===== src/rtl/risc_dmem_arbiter_if.sv =====
// Bus bundle between two data-memory requesters, the arbiter and the data memory.
// The slave modport is the arbiter's view; the master modport is the requester/memory environment.
interface risc_dmem_arbiter_if #(
  parameter int WORD_WIDTH = 32
);
  logic                  m0_req;
  logic                  m0_we;
  logic [WORD_WIDTH-1:0] m0_addr;
  logic [WORD_WIDTH-1:0] m0_wdata;
  logic                  m0_gnt;
  logic                  m0_rvalid;
  logic [WORD_WIDTH-1:0] m0_rdata;

  logic                  m1_req;
  logic                  m1_we;
  logic [WORD_WIDTH-1:0] m1_addr;
  logic [WORD_WIDTH-1:0] m1_wdata;
  logic                  m1_gnt;
  logic                  m1_rvalid;
  logic [WORD_WIDTH-1:0] m1_rdata;

  logic [WORD_WIDTH-1:0] mem_addr;
  logic [WORD_WIDTH-1:0] mem_data_in;
  logic                  mem_wr_en;
  logic                  mem_rd_en;
  logic [WORD_WIDTH-1:0] mem_data_out;
  logic                  busy;

  modport slave (
    input  m0_req, m0_we, m0_addr, m0_wdata,
    input  m1_req, m1_we, m1_addr, m1_wdata,
    input  mem_data_out,
    output m0_gnt, m0_rvalid, m0_rdata,
    output m1_gnt, m1_rvalid, m1_rdata,
    output mem_addr, mem_data_in, mem_wr_en, mem_rd_en,
    output busy
  );

  modport master (
    output m0_req, m0_we, m0_addr, m0_wdata,
    output m1_req, m1_we, m1_addr, m1_wdata,
    output mem_data_out,
    input  m0_gnt, m0_rvalid, m0_rdata,
    input  m1_gnt, m1_rvalid, m1_rdata,
    input  mem_addr, mem_data_in, mem_wr_en, mem_rd_en,
    input  busy
  );
endinterface


===== src/rtl/risc_dmem_arbiter.sv =====
// Round-robin arbiter sharing one single-port data memory between two requesters.
// IDLE arbitrates and latches a command, ISSUE drives the memory, RESP returns read data.
module risc_dmem_arbiter #(
  parameter int WORD_WIDTH = 32
) (
  input  logic                 clk,
  input  logic                 rst,
  risc_dmem_arbiter_if.slave   bus
);

  typedef enum logic [1:0] {IDLE, ISSUE, RESP} state_e;

  state_e                state_q, state_d;
  logic                  owner_q, owner_d;
  logic                  last_grant_q, last_grant_d;
  logic                  cmd_we_q, cmd_we_d;
  logic [WORD_WIDTH-1:0] cmd_addr_q, cmd_addr_d;
  logic [WORD_WIDTH-1:0] cmd_wdata_q, cmd_wdata_d;
  logic [WORD_WIDTH-1:0] m0_rdata_q, m0_rdata_d;
  logic [WORD_WIDTH-1:0] m1_rdata_q, m1_rdata_d;
  logic                  rvalid_q, rvalid_d;
  logic                  winner;
  logic                  gnt0, gnt1, wr_en, rd_en;

  always_ff @(posedge clk or posedge rst) begin
    if (rst) begin
      state_q      <= IDLE;
      owner_q      <= 1'b0;
      last_grant_q <= 1'b1;
      cmd_we_q     <= 1'b0;
      cmd_addr_q   <= '0;
      cmd_wdata_q  <= '0;
      m0_rdata_q   <= '0;
      m1_rdata_q   <= '0;
      rvalid_q     <= 1'b0;
    end else begin
      state_q      <= state_d;
      owner_q      <= owner_d;
      last_grant_q <= last_grant_d;
      cmd_we_q     <= cmd_we_d;
      cmd_addr_q   <= cmd_addr_d;
      cmd_wdata_q  <= cmd_wdata_d;
      m0_rdata_q   <= m0_rdata_d;
      m1_rdata_q   <= m1_rdata_d;
      rvalid_q     <= rvalid_d;
    end
  end

  always_comb begin
    state_d      = state_q;
    owner_d      = owner_q;
    last_grant_d = last_grant_q;
    cmd_we_d     = cmd_we_q;
    cmd_addr_d   = cmd_addr_q;
    cmd_wdata_d  = cmd_wdata_q;
    m0_rdata_d   = m0_rdata_q;
    m1_rdata_d   = m1_rdata_q;
    rvalid_d     = 1'b0;
    winner       = 1'b0;
    gnt0         = 1'b0;
    gnt1         = 1'b0;
    wr_en        = 1'b0;
    rd_en        = 1'b0;

    case (state_q)
      IDLE: begin
        if (bus.m0_req || bus.m1_req) begin
          // On a tie the requester that did not win last time goes first.
          winner       = (bus.m0_req && bus.m1_req) ? ~last_grant_q : bus.m1_req;
          owner_d      = winner;
          last_grant_d = winner;
          cmd_we_d     = winner ? bus.m1_we    : bus.m0_we;
          cmd_addr_d   = winner ? bus.m1_addr  : bus.m0_addr;
          cmd_wdata_d  = winner ? bus.m1_wdata : bus.m0_wdata;
          state_d      = ISSUE;
        end
      end
      ISSUE: begin
        wr_en   = cmd_we_q;
        rd_en   = ~cmd_we_q;
        gnt0    = ~owner_q;
        gnt1    = owner_q;
        state_d = cmd_we_q ? IDLE : RESP;
      end
      RESP: begin
        if (owner_q) m1_rdata_d = bus.mem_data_out;
        else         m0_rdata_d = bus.mem_data_out;
        rvalid_d = 1'b1;
        state_d  = IDLE;
      end
      default: state_d = IDLE;
    endcase
  end

  // owner_q still names the reader while its rvalid pulse is out, even if a new win is latched that cycle.
  assign bus.m0_gnt      = gnt0;
  assign bus.m1_gnt      = gnt1;
  assign bus.m0_rvalid   = rvalid_q & ~owner_q;
  assign bus.m1_rvalid   = rvalid_q & owner_q;
  assign bus.m0_rdata    = m0_rdata_q;
  assign bus.m1_rdata    = m1_rdata_q;
  assign bus.mem_addr    = cmd_addr_q;
  assign bus.mem_data_in = cmd_wdata_q;
  assign bus.mem_wr_en   = wr_en;
  assign bus.mem_rd_en   = rd_en;
  assign bus.busy        = (state_q != IDLE);

endmodule


===== src/flat_wrapper.sv =====
// flat-port wrapper written by rule: the top's interface ports become plain ports
module risc_dmem_arbiter_flat 
#(
  parameter int WORD_WIDTH = 32
)
  (clk, rst, bus_m0_req, bus_m0_we, bus_m0_addr, bus_m0_wdata, bus_m1_req, bus_m1_we, bus_m1_addr, bus_m1_wdata, bus_mem_data_out, bus_m0_gnt, bus_m0_rvalid, bus_m0_rdata, bus_m1_gnt, bus_m1_rvalid, bus_m1_rdata, bus_mem_addr, bus_mem_data_in, bus_mem_wr_en, bus_mem_rd_en, bus_busy);
  risc_dmem_arbiter_if #(.WORD_WIDTH(WORD_WIDTH)) bus_i ();
  input  logic clk;
  input  logic rst;
  input wire logic [$bits(bus_i.m0_req)-1:0] bus_m0_req;
  input wire logic [$bits(bus_i.m0_we)-1:0] bus_m0_we;
  input wire logic [$bits(bus_i.m0_addr)-1:0] bus_m0_addr;
  input wire logic [$bits(bus_i.m0_wdata)-1:0] bus_m0_wdata;
  input wire logic [$bits(bus_i.m1_req)-1:0] bus_m1_req;
  input wire logic [$bits(bus_i.m1_we)-1:0] bus_m1_we;
  input wire logic [$bits(bus_i.m1_addr)-1:0] bus_m1_addr;
  input wire logic [$bits(bus_i.m1_wdata)-1:0] bus_m1_wdata;
  input wire logic [$bits(bus_i.mem_data_out)-1:0] bus_mem_data_out;
  output wire logic [$bits(bus_i.m0_gnt)-1:0] bus_m0_gnt;
  output wire logic [$bits(bus_i.m0_rvalid)-1:0] bus_m0_rvalid;
  output wire logic [$bits(bus_i.m0_rdata)-1:0] bus_m0_rdata;
  output wire logic [$bits(bus_i.m1_gnt)-1:0] bus_m1_gnt;
  output wire logic [$bits(bus_i.m1_rvalid)-1:0] bus_m1_rvalid;
  output wire logic [$bits(bus_i.m1_rdata)-1:0] bus_m1_rdata;
  output wire logic [$bits(bus_i.mem_addr)-1:0] bus_mem_addr;
  output wire logic [$bits(bus_i.mem_data_in)-1:0] bus_mem_data_in;
  output wire logic [$bits(bus_i.mem_wr_en)-1:0] bus_mem_wr_en;
  output wire logic [$bits(bus_i.mem_rd_en)-1:0] bus_mem_rd_en;
  output wire logic [$bits(bus_i.busy)-1:0] bus_busy;
  assign bus_i.m0_req = bus_m0_req;
  assign bus_i.m0_we = bus_m0_we;
  assign bus_i.m0_addr = bus_m0_addr;
  assign bus_i.m0_wdata = bus_m0_wdata;
  assign bus_i.m1_req = bus_m1_req;
  assign bus_i.m1_we = bus_m1_we;
  assign bus_i.m1_addr = bus_m1_addr;
  assign bus_i.m1_wdata = bus_m1_wdata;
  assign bus_i.mem_data_out = bus_mem_data_out;
  assign bus_m0_gnt = bus_i.m0_gnt;
  assign bus_m0_rvalid = bus_i.m0_rvalid;
  assign bus_m0_rdata = bus_i.m0_rdata;
  assign bus_m1_gnt = bus_i.m1_gnt;
  assign bus_m1_rvalid = bus_i.m1_rvalid;
  assign bus_m1_rdata = bus_i.m1_rdata;
  assign bus_mem_addr = bus_i.mem_addr;
  assign bus_mem_data_in = bus_i.mem_data_in;
  assign bus_mem_wr_en = bus_i.mem_wr_en;
  assign bus_mem_rd_en = bus_i.mem_rd_en;
  assign bus_busy = bus_i.busy;
  risc_dmem_arbiter #(.WORD_WIDTH(WORD_WIDTH)) u_core (.clk(clk), .rst(rst), .bus(bus_i));
endmodule

===== config.mk =====
export PLATFORM = sky130hd
export DESIGN_NAME = risc_dmem_arbiter_flat
export DESIGN_NICKNAME = d
export VERILOG_FILES = /design/src/rtl/risc_dmem_arbiter_if.sv /design/src/rtl/risc_dmem_arbiter.sv /design/src/flat_wrapper.sv
export SDC_FILE = /design/constraint.sdc
export NUM_CORES = 1
export LEC_CHECK = 0
export CAP_MARGIN = 20
export CORE_MARGIN = 2
export CORE_UTILIZATION = 30
export CTS_CLUSTER_SIZE = 24
export DETAILED_ROUTE_END_ITERATION = 10
export GPL_TIMING_DRIVEN = 0
export PLACE_DENSITY_LB_ADDON = 0.15
export SLEW_MARGIN = 20
export SYNTH_ARGS = -nofsm -noshare
export SYNTH_HDL_FRONTEND = slang
export SYNTH_SLANG_ARGS = --single-unit
export TNS_END_PERCENT = 1

===== constraint.sdc =====
create_clock -name clk -period 5.51 [get_ports clk]
set_input_delay 1.102 -clock clk [delete_from_list [all_inputs] [get_ports clk]]
set_output_delay 1.102 -clock clk [all_outputs]
set_load 0.02 [all_outputs]

==> results.md, run 1 <==
- Worst reg2reg startpoint: u_core.state_q[1]
- Wire length per cell after detailed routing: 16.90 um
- Synthesis-to-finish area growth: 64.72%
- Clock Tree Root: clkbuf_16
- CP peak stage delay: 0.66 ns
- Cell depth of the worst flop-to-flop path: 5
- Setup total negative slack: 0 ns
- Die Width: between 100 and 150 um
- DP HPWL: 12.58 mm
- Endpoint of the worst hold path: u_core.state_q[1]
- Port-buffer cells: 300
- R2r setup slk: between 3 and 4 ns
- Sort of element at the start of the critical path: register
- LEAKAGE: 4.303 nW
- RSZ-0062 raised after global routing: no
- Instance count of the mapped netlist: 370
- Resized Gates After CTS: 0
- Placeable Area: 20100 um2
- DRC errors left: 0
- Commonest non-fill, non-tap cell in the layout: clkdlybuf4s50_1
- Detailed router's first-iteration violation count: 76
- Die extent in y: 146.6 um
- Maximum Capacitance Violations: 0
- Total routed wirelength: 16.44 mm
- Worst Hold Depth: 1
- Worst endpoint data arrival time: 1.80 ns
- Initial Util: between 30% and 40%
- Largest area contributor in the netlist: dfrtp_1
- Die outline area: approximately 21000 um2
- List of cells traversed by the critical path: nand2b_1 > nor2_1 > clkdlybuf4s50_1
- Clock tree from TritonCTS: done
- Final number of hold-violating endpoints: 0
- Critical Path Slowest Stage Cell: clkdlybuf4s50_1
- Max-slew violation count: 0
- Number of antenna violations at the first check in global routing: 0
- I/O pins: 301
- Kind of critical path: reg2out
- Avg Cell Area, Syn: 16.48 um2
- Unique cell type count in the Yosys netlist: 21
- Number of global-route vias before repair: about 4700
- Top layer in use: met4
- Cell area after placement: 9473 um2
- Post-layout net count: between 800 and 900
- All-layer global routing usage: 15.60%
- Leading cell types by total area after synthesis: dfrtp_1 55%, mux2_2 21%, mux2_4 20%, buf_6 0.92%, buf_4 0.86%
- Top achievable clock speed: 344.9 MHz
- Register clock-pin slew on the reported worst setup and hold paths: about 0.06 ns
- Share of cells above drive strength 1: 35.14%
- Final worst clock skew: between 0.009 and 0.01 ns
- Status: finished clean
- H-tree depth: 4
- Endpoint of the lowest-slack register-to-register path: u_core.bus.mem_data_in[7]
- Wire length on met3: 1.497 mm
- Peak ir drop on the vdd network: 0.2300 mV
- Number of buffers created by CTS: 17
- Insertion delay to the later sink of the worst-skew pair: between 0.4 and 0.5 ns
- Power per standard cell area: 591.4 nW/um2
- Sequential element share of the synthesized area: 55.02%
- Cell family with most CP delay: buffers and inverters
- Routability-driven placement congestion ratio: between 0.7 and 0.8
- Mean number of vias per cell: 4.333
- Diode count: 0
- Commonest non-fill, non-tap cells in the layout: 300 x clkdlybuf4s50_1, 133 x dfrtp_1, 111 x mux2_2
- Setup-violating endpoint count in the final report: 0
- Post-Route Hold Slack: ~0.45 ns
- Total nets after synthesis: 536
- Yosys reg bits: approximately 130
- Worst Max-Slew Pin Slew: 0.4159 ns
- Min-delay worst type: reg2reg
- Final instance area: about 10000 um2
- Critical Path Sink Type: primary output
- Maximum clock path buffer count: 2
- Period Utilization, post-route: 52.62%
- Worst Path Buf+Inv: 1
- Router iterations before antenna repair: 4
- Pin count of the biggest net entering global routing: 83
- Global-route wire length before repair: 26.06 mm
- Worst endpoint required time: 4.41 ns
- Proportion of netlist area held by the largest area contributor: around 55%
- Largest driver fanout on the critical path: 5
- Number of standard-cell rows in the floorplan: 52
- Sinks on the clock net: between 100 and 150
- Met2 layer wire length in the routed design: 7.895 mm
- Headroom to the max-slew limit: 72.27%
- Detailed-route via count: roughly 4200
- Total congestion overflow: 0
- Combined area of all synthesized cells: ~6100 um2
- Final Critical Period: about 2.9 ns
- Number of buffers inserted by post-CTS setup repair: 0
- YS warnings: 0
- Start point of the worst min-delay path: u_core.cmd_we_q
- Final antenna-violating net count: 0
- Hold buffer count at cts: 0
- Met1 routed wirelength after detailed routing: 6.803 mm
worst max path at each step:
stage / startpoint / endpoint / slack (ns) / cells after the start
after global placement: rst / u_core.bus.mem_data_in[10] / -1.16 / 2
after global routing: u_core.state_q[1] / bus_m1_gnt / 2.52 / 3
final: u_core.state_q[1] / bus_m0_gnt / 2.61 / 3
after floorplan: rst / u_core.bus.m0_rdata[0] / 0.83 / 1
after CTS: u_core.state_q[1] / bus_m0_gnt / 2.56 / 3
after detailed placement: bus_m1_req / u_core.bus.mem_data_in[25] / 2.62 / 6
cells in the mapped netlist:
cell type  number
dfrtp_1       133
mux2_2        111
mux2_4         80
buf_2           8
buf_4           7
nor2_1          6
buf_6           5
inv_1           4
and2_1          2
mux2i_1         2
nor2b_1         2
a21bo_2         1
a21oi_1         1
a31oi_1         1
clkbuf_1        1
dfstp_2         1
mux2_1          1
nand2_1         1
nand2b_1        1
o21a_1          1
o22ai_1         1
report_power, final:
| group | internal, mW | total [mW] | switching (mW) | leakage (nW) |
|---|---|---|---|---|
| logic | 1.73 | 3.09 | 1.36 | 2.46 |
| clock network | 0.606 | 1.08 | 0.477 | 0.271 |
| registers | 1.50 | 1.76 | 0.267 | 1.58 |
area by class of cell:
cell class	instances	area, um2
sequential	134	3354
inverter	4	22.52
timing repair buffer	301	3030
clock inverter	14	131.4
multi-input combinational	211	2575
buffer	21	152.6
tap	270	337.8
fill	1737	10060
clock buffer	18	439.2
registers in the layout, indices dropped and copies added, names as in the netlist:
| name | count |
|---|---|
| u_core.rvalid_q | 1 |
| u_core.state_q | 2 |
| u_core.cmd_we_q | 1 |
| u_core.bus.mem_addr | 32 |
| u_core.last_grant_q | 1 |
| u_core.bus.m0_rdata | 32 |
| u_core.bus.mem_data_in | 32 |
| u_core.bus.m1_rdata | 32 |
| u_core.owner_q | 1 |
worst register-to-register path: stages, from the launching register on:
cell and delay, ns:
dfrtp_1 0.38, nor2_1 0.28, o21a_1 0.26, buf_4 0.22
buf_4 0.24, mux2_2 0.35
per-layer routing:
metal  GRT usage [%]  up-vias
met5               0        -
met3           6.375       18
met4           5.388        0
met1           18.13     2032
li1                -     1968
met2           26.13      198
kinds of logic (layout without fill, tap and decap cells):
| family | Yosys count | in the layout | synth area share [%] |
|---|---|---|---|
| muxes | 194 | 194 | 40.71 |
| DFF | 134 | 134 | 55.02 |
| AOI/OAI and AO/OA | 5 | 5 | 0.5747 |
| buffers and inverters | 25 | 358 | 2.750 |
| and+or+nand+nor | 12 | 12 | 0.9439 |
through the flow:
stage                     utilization (%)  power (mW)  instances  setup slack (ns)
after global routing                49.96       6.252        973             2.515
after global placement              46.94       4.856        940            -1.156
after floorplan                         -       3.476        370            0.8269
after CTS                           49.96       6.024        973             2.564
final                               49.96       5.940        973             2.611
after detailed placement            47.12       4.906        941             2.624
Note: power is estimated with default switching activity, not from simulation.
==> inputs of run 2 (changes only) <==
==> constraint.sdc (replaced) <==
create_clock -name clk -period 2.5 [get_ports clk]
set_input_delay 0.5 -clock clk [delete_from_list [all_inputs] [get_ports clk]]
set_output_delay 0.5 -clock clk [all_outputs]
set_load 0.02 [all_outputs]
==> run 2 against run 1 <==
Net effect: core utilization increased by 0.19 points; sequential share of layout area decreased by 0.12 points; flip-flop and latch count stayed put; worst setup slack worse by 2.4 ns; hold slack worse by 0.0025 ns; design area rose by 0.37%; non-clock buffer count up 3; global-route usage decreased by 0.35 points; clock skew is essentially flat; count of clock-buffer cells in the layout shrank 1; register-to-register slack got worse by 3.0 ns; critical path type unchanged; highest routed layer unchanged.
==> results.md, run 2 (same netlist as run 1, synthesis figures left out) <==
- Post-layout power: 13.08 mW (was 5.940 mW)
- Worst endpoint data arrival time: 1.80 ns (about the same)
- Critical Path Sink Type: primary output (unchanged)
- Worst reg2reg startpoint: u_core.state_q[1] (unchanged)
- Share of cells above drive strength 1: 35.41% (was 35.14%)
- Die outline area: 21480 um2 (unchanged)
- RSZ-0062 raised after global routing: no (unchanged)
- Final worst clock skew: 0.01028 ns (was 0.009857 ns)
- Setup-violating endpoint count in the final report: 0 (unchanged)
- Sinks on the clock net: 134 (unchanged)
- LEAKAGE: 4.320 nW (was 4.303 nW)
- Wire length per cell after detailed routing: 16.59 um (was 16.90 um)
- Clock tree from TritonCTS: done (unchanged)
- DP HPWL: 12.70 mm (was 12.58 mm)
- Final number of hold-violating endpoints: 0 (unchanged)
- Clock Tree Root: clkbuf_16 (unchanged)
- Routability-driven placement congestion ratio: 0.7631 (was 0.7516)
- Endpoint of the worst hold path: u_core.state_q[1] (unchanged)
- Detailed router's first-iteration violation count: 90 (was 76)
- Resized Gates After CTS: 0 (unchanged)
- H-tree depth: 4 (unchanged)
- Worst endpoint required time: 2.00 ns (was 4.41 ns)
- All-layer global routing usage: 15.25% (was 15.60%)
- Commonest non-fill, non-tap cell in the layout: clkdlybuf4s50_1 (unchanged)
- Total routed wirelength: 16.19 mm (was 16.44 mm)
- Commonest non-fill, non-tap cells in the layout: 300 x clkdlybuf4s50_1, 133 x dfrtp_1, 111 x mux2_2 (unchanged)
- Insertion delay to the later sink of the worst-skew pair: 0.42 ns (was 0.41 ns)
- R2r setup slk: 0.72 ns (was 3.67 ns)
- Period Utilization, post-route: roughly 92%
- Start point of the worst min-delay path: u_core.cmd_we_q (unchanged)
- Sort of element at the start of the critical path: register (unchanged)
- Number of buffers created by CTS: 17 (unchanged)
- Synthesis-to-finish area growth: 65.34% (was 64.72%)
- Largest driver fanout on the critical path: 5 (unchanged)
- Critical path launch point: u_core.state_q[1] (unchanged)
- Die Width: 146.6 um (unchanged)
- Mean number of vias per cell: 4.341 (was 4.333)
- Power per standard cell area: 1297 nW/um2 (was 591.4 nW/um2)
- Number of antenna violations at the first check in global routing: 0 (unchanged)
- Cell depth of the worst flop-to-flop path: 5 (unchanged)
- Maximum clock path buffer count: 2 (unchanged)
- Pin count of the biggest net entering global routing: 32 (was 83)
- Router iterations before antenna repair: 4 (unchanged)
- Total congestion overflow: 0 (unchanged)
- Min-delay worst type: reg2reg (unchanged)
- Hold buffer count at cts: 0 (unchanged)
- Placeable Area: 20100 um2 (unchanged)
- Global-route wire length before repair: 25.33 mm (was 26.06 mm)
- Number of standard-cell rows in the floorplan: 52 (unchanged)
- Diode count: 0 (unchanged)
- I/O pins: 301 (unchanged)
- Status: finished clean (unchanged)
- Port-buffer cells: 300 (unchanged)
- Max-slew violation count: 0 (unchanged)
- Top achievable clock speed: 434.2 MHz
- Register clock-pin slew on the reported worst setup and hold paths: 0.06 ns (about the same)
- DRC errors left: 0 (unchanged)
- Post-layout net count: 859 (was 856)
- Initial Util: 30.33% (unchanged)
- Endpoint of the lowest-slack register-to-register path: u_core.bus.mem_data_in[7] (unchanged)
- Setup total negative slack: 0 ns (unchanged)
- Worst Hold Depth: 1 (unchanged)
- Number of global-route vias before repair: 4600 (was 4733)
- Detailed-route via count: 4237 (was 4216)
- Final Critical Period: 2.303 ns
- Kind of critical path: reg2out (unchanged)
- Worst Max-Slew Pin Slew: 0.5504 ns (was 0.4159 ns)
- Maximum Capacitance Violations: 0 (unchanged)
- Peak ir drop on the vdd network: 0.5812 mV (was 0.2300 mV)
- Post-Route Hold Slack: 0.4474 ns (was 0.4499 ns)
- Final instance area: 10080 um2 (was 10040 um2)
- Headroom to the max-slew limit: 63.23% (was 72.27%)
- Die extent in y: 146.6 um (unchanged)
- Number of buffers inserted by post-CTS setup repair: 0 (unchanged)
- Cell area after placement: 9522 um2 (was 9473 um2)
- Final antenna-violating net count: 0 (unchanged)
==> run 2: cell count changes in the layout (fill, tap and decap cells not counted), sizes merged <==
cell / delta
inv: +2
clkinv: -2
clkinvlp: +1
clkbuf: -1
buf: +3
==> run 2: report_power, final <==
part | switching [mW] | internal [mW]
Sequential | 0.593 | 3.30
Combinational | 2.98 | 3.82
Clock | 1.07 | 1.31
==> run 2: worst max-delay path by stage <==
| stage | to | cells after the start |
|---|---|---|
| CTS | bus_m1_gnt | 3 |
| finish | bus_mem_wr_en | 3 |
| global placement | u_core.bus.mem_addr[21] | 2 |
| floorplan | u_core.bus.m0_rdata[0] | 1 |
| detailed placement | u_core.bus.mem_data_in[29] | 6 |
| global route | bus_m1_gnt | 3 |
==> run 2: area by class of cell <==
| type | instances | area (um2) |
|---|---|---|
| buffer | 21 | 152.6 |
| clock buffer | 17 | 425.4 |
| clock inverter | 15 | 133.9 |
| fill | 1675 | 10020 |
| inverter | 4 | 18.77 |
| multi-input combinational | 211 | 2575 |
| sequential | 134 | 3354 |
| tap | 270 | 337.8 |
| timing repair buffer | 304 | 3083 |
==> run 2: through the flow <==
step	util [%]	setup WS, ns	std cells
6_report	50.14	0.1970	976
5_1_grt	50.14	0.03717	976
4_1_cts	50.14	0.1558	976
3_5_place_dp	47.36	0.2185	944
3_3_place_gp	46.96	-0.9058	940
2_1_floorplan	-	0.3356	370
==> run 2: per-layer routing <==
metal,part of all wire (%),track usage (%),up-vias
li1,-,-,1974
met1,41,17.96,2034
met2,48,24.93,213
met3,9.6,6.781,16
met4,1.6,5.146,0
met5,0,0,-
==> run 2: critical path, stage by stage (launching register included) <==
cell and delay (ns):
dfrtp_1 0.38, nand2b_1 0.22, nor2_1 0.14, clkdlybuf4s50_1 0.66
==> inputs of run 3 (changes only) <==
--- a/config.mk
+++ b/config.mk
@@ -11,8 +11,9 @@
 export CTS_CLUSTER_SIZE = 24
 export DETAILED_ROUTE_END_ITERATION = 10
 export GPL_TIMING_DRIVEN = 0
+export HOLD_SLACK_MARGIN = 0.05
 export PLACE_DENSITY_LB_ADDON = 0.15
-export SLEW_MARGIN = 20
+export SLEW_MARGIN = 40
 export SYNTH_ARGS = -nofsm -noshare
 export SYNTH_HDL_FRONTEND = slang
 export SYNTH_SLANG_ARGS = --single-unit
==> run 3 against run 2 <==
Net effect: sequential power barely moved; register-to-register slack got worse by 0.04 ns; total power rose by 2.0%; non-clock buffer count rose by 2; combinational power barely moved; fmax rose by 0.21%; cell count rose by 0.20%; clock power rose by 11%; flip-flop and latch count did not move; global-route usage barely moved; critical path type unchanged; highest routed layer unchanged.
==> results.md, run 3 (same netlist as run 1, synthesis figures left out) <==
- Total routed wirelength: 16.16 mm (was 16.19 mm)
- DRC errors left: 0 (unchanged)
- Max-slew violation count: 0 (unchanged)
- Number of buffers inserted by post-CTS setup repair: 0 (unchanged)
- Final Critical Period: 2.298 ns (was 2.303 ns)
- Router iterations before antenna repair: 4 (unchanged)
- Sort of element at the start of the critical path: register (unchanged)
- Insertion delay to the later sink of the worst-skew pair: 0.41 ns (was 0.42 ns)
- Total congestion overflow: 0 (unchanged)
- Final instance area: 10200 um2 (was 10080 um2)
- Worst Max-Slew Pin Slew: 0.3561 ns (was 0.5504 ns)
- Register clock-pin slew on the reported worst setup and hold paths: 0.06 ns (about the same)
- Number of global-route vias before repair: 4632 (was 4600)
- Worst endpoint required time: 2.00 ns (about the same)
- All-layer global routing usage: 15.27% (was 15.25%)
- Diode count: 0 (unchanged)
- Top achievable clock speed: 435.1 MHz (was 434.2 MHz)
- H-tree depth: 4 (unchanged)
- Detailed router's first-iteration violation count: 96 (was 90)
- Wire length on met3: 1.447 mm (was 1.548 mm)
- Worst endpoint data arrival time: 1.80 ns (about the same)
- Die Width: 146.6 um (unchanged)
- Global-route wire length before repair: 25.35 mm (was 25.33 mm)
- Setup total negative slack: 0 ns (unchanged)
- LEAKAGE: 4.380 nW (was 4.320 nW)
- Status: finished clean (unchanged)
- Min-delay worst type: in2async (was reg2reg)
- I/O pins: 301 (unchanged)
- Pin count of the biggest net entering global routing: 26 (was 32)
- Sinks on the clock net: 134 (unchanged)
- Headroom to the max-slew limit: 76.26% (was 63.23%)
- Setup-violating endpoint count in the final report: 0 (unchanged)
- Maximum clock path buffer count: 2 (unchanged)
- Number of buffers created by CTS: 17 (unchanged)
- Met1 routed wirelength after detailed routing: 6.647 mm (was 6.635 mm)
- Maximum Capacitance Violations: 0 (unchanged)
- Critical path launch point: u_core.state_q[1] (unchanged)
- Hold buffer count at cts: 0 (unchanged)
- Port-buffer cells: 300 (unchanged)
- Largest driver fanout on the critical path: 5 (unchanged)
- Placeable Area: 20100 um2 (unchanged)
- Routability-driven placement congestion ratio: 0.7631 (unchanged)
- Critical Path Sink Type: primary output (unchanged)
- Number of standard-cell rows in the floorplan: 52 (unchanged)
- Wire length per cell after detailed routing: 16.53 um (was 16.59 um)
- Die outline area: 21480 um2 (unchanged)
- Detailed-route via count: 4253 (was 4237)
- Clock Tree Root: clkbuf_16 (unchanged)
- Mean number of vias per cell: 4.349 (was 4.341)
- Kind of critical path: reg2out (unchanged)
- RSZ-0062 raised after global routing: no (unchanged)
- Commonest non-fill, non-tap cell in the layout: clkdlybuf4s50_1 (unchanged)
- Clock tree from TritonCTS: done (unchanged)
- Number of antenna violations at the first check in global routing: 0 (unchanged)
- Post-layout net count: 861 (was 859)
- Final antenna-violating net count: 0 (unchanged)
- Synthesis-to-finish area growth: 67.35% (was 65.34%)
- Met2 layer wire length in the routed design: 7.738 mm (was 7.748 mm)
- Resized Gates After CTS: 0 (unchanged)
- Power per standard cell area: 1307 nW/um2 (was 1297 nW/um2)
- Top layer in use: met4 (unchanged)
- DP HPWL: 12.73 mm (was 12.70 mm)
- Placed Instances: 946 (was 944)
- Share of cells above drive strength 1: 35.45% (was 35.41%)
- Commonest non-fill, non-tap cells in the layout: 300 x clkdlybuf4s50_1, 133 x dfrtp_1, 111 x mux2_2 (unchanged)
- Post-layout power: 13.34 mW (was 13.08 mW)
- Initial Util: 30.33% (unchanged)
- Final worst clock skew: 0.009896 ns (was 0.01028 ns)
- Cell area after placement: 9584 um2 (was 9522 um2)
- Period Utilization, post-route: 91.93% (was 92.12%)
- Layout Cells excl Fill: 978 (was 976)
- Final number of hold-violating endpoints: 0 (unchanged)
- Die extent in y: 146.6 um (unchanged)
- Peak ir drop on the vdd network: 0.5796 mV (was 0.5812 mV)
- Worst reg2reg startpoint: u_core.state_q[0] (was u_core.state_q[1])
[run 3: cell count changes in the layout (fill, tap and decap cells not counted), sizes merged]
cell,previous run,this run
buf,24,26
inv,13,10
bufinv,0,3
clkinv,2,3
clkinvlp,4,2
clkbuf,18,19
[run 3: stage by stage]
stage | hold slack, ns | utilization [%] | setup slack, ns
after floorplan | 0.4263 | - | 0.3356
after global placement | 0.4392 | 46.96 | -0.9058
after detailed placement | 0.4366 | 47.67 | 0.2180
after CTS | 0.3638 | 50.75 | 0.1765
after global routing | 0.3877 | 50.75 | 0.08044
final | 0.3844 | 50.75 | 0.2017
[run 3: critical path, stage by stage, from the launching register on]
cell and delay [ns]:
dfrtp_1 0.38, nand2b_1 0.22, nor2_1 0.13, clkdlybuf4s50_1 0.66
[run 3: per-layer routing]
metal | vias up | track usage, %
met4 | 0 | 6.456
met3 | 22 | 6.000
met1 | 2050 | 18.22
met2 | 206 | 24.62
li1 | 1975 | -
met5 | - | 0
[run 3: report_power, final]
group	internal, mW	switching, mW
Combinational	3.83	2.99
Clock	1.60	1.03
Sequential	3.30	0.582
[run 3: worst paths after layout]
kind | slack [ns] | cells past startpoint | to
max | 0.20 | 3 | bus_m1_gnt
min | 0.38 | 2 | u_core.bus.m0_rdata[19]
max reg2reg | 0.68 | 5 | u_core.bus.mem_data_in[7]
min reg2reg | 0.46 | 1 | u_core.state_q[1]
max in group asynchronous | 1.17 | 6 | u_core.bus.mem_addr[14]
min in group clk | 0.46 | 1 | u_core.state_q[1]
[run 3: layout make-up]
type	count	area, um2
multi-input combinational	211	2575
buffer	21	152.6
clock inverter	14	190.2
tap	270	337.8
clock buffer	18	429.2
fill	1665	9901
sequential	134	3354
inverter	4	18.77
timing repair buffer	306	3146
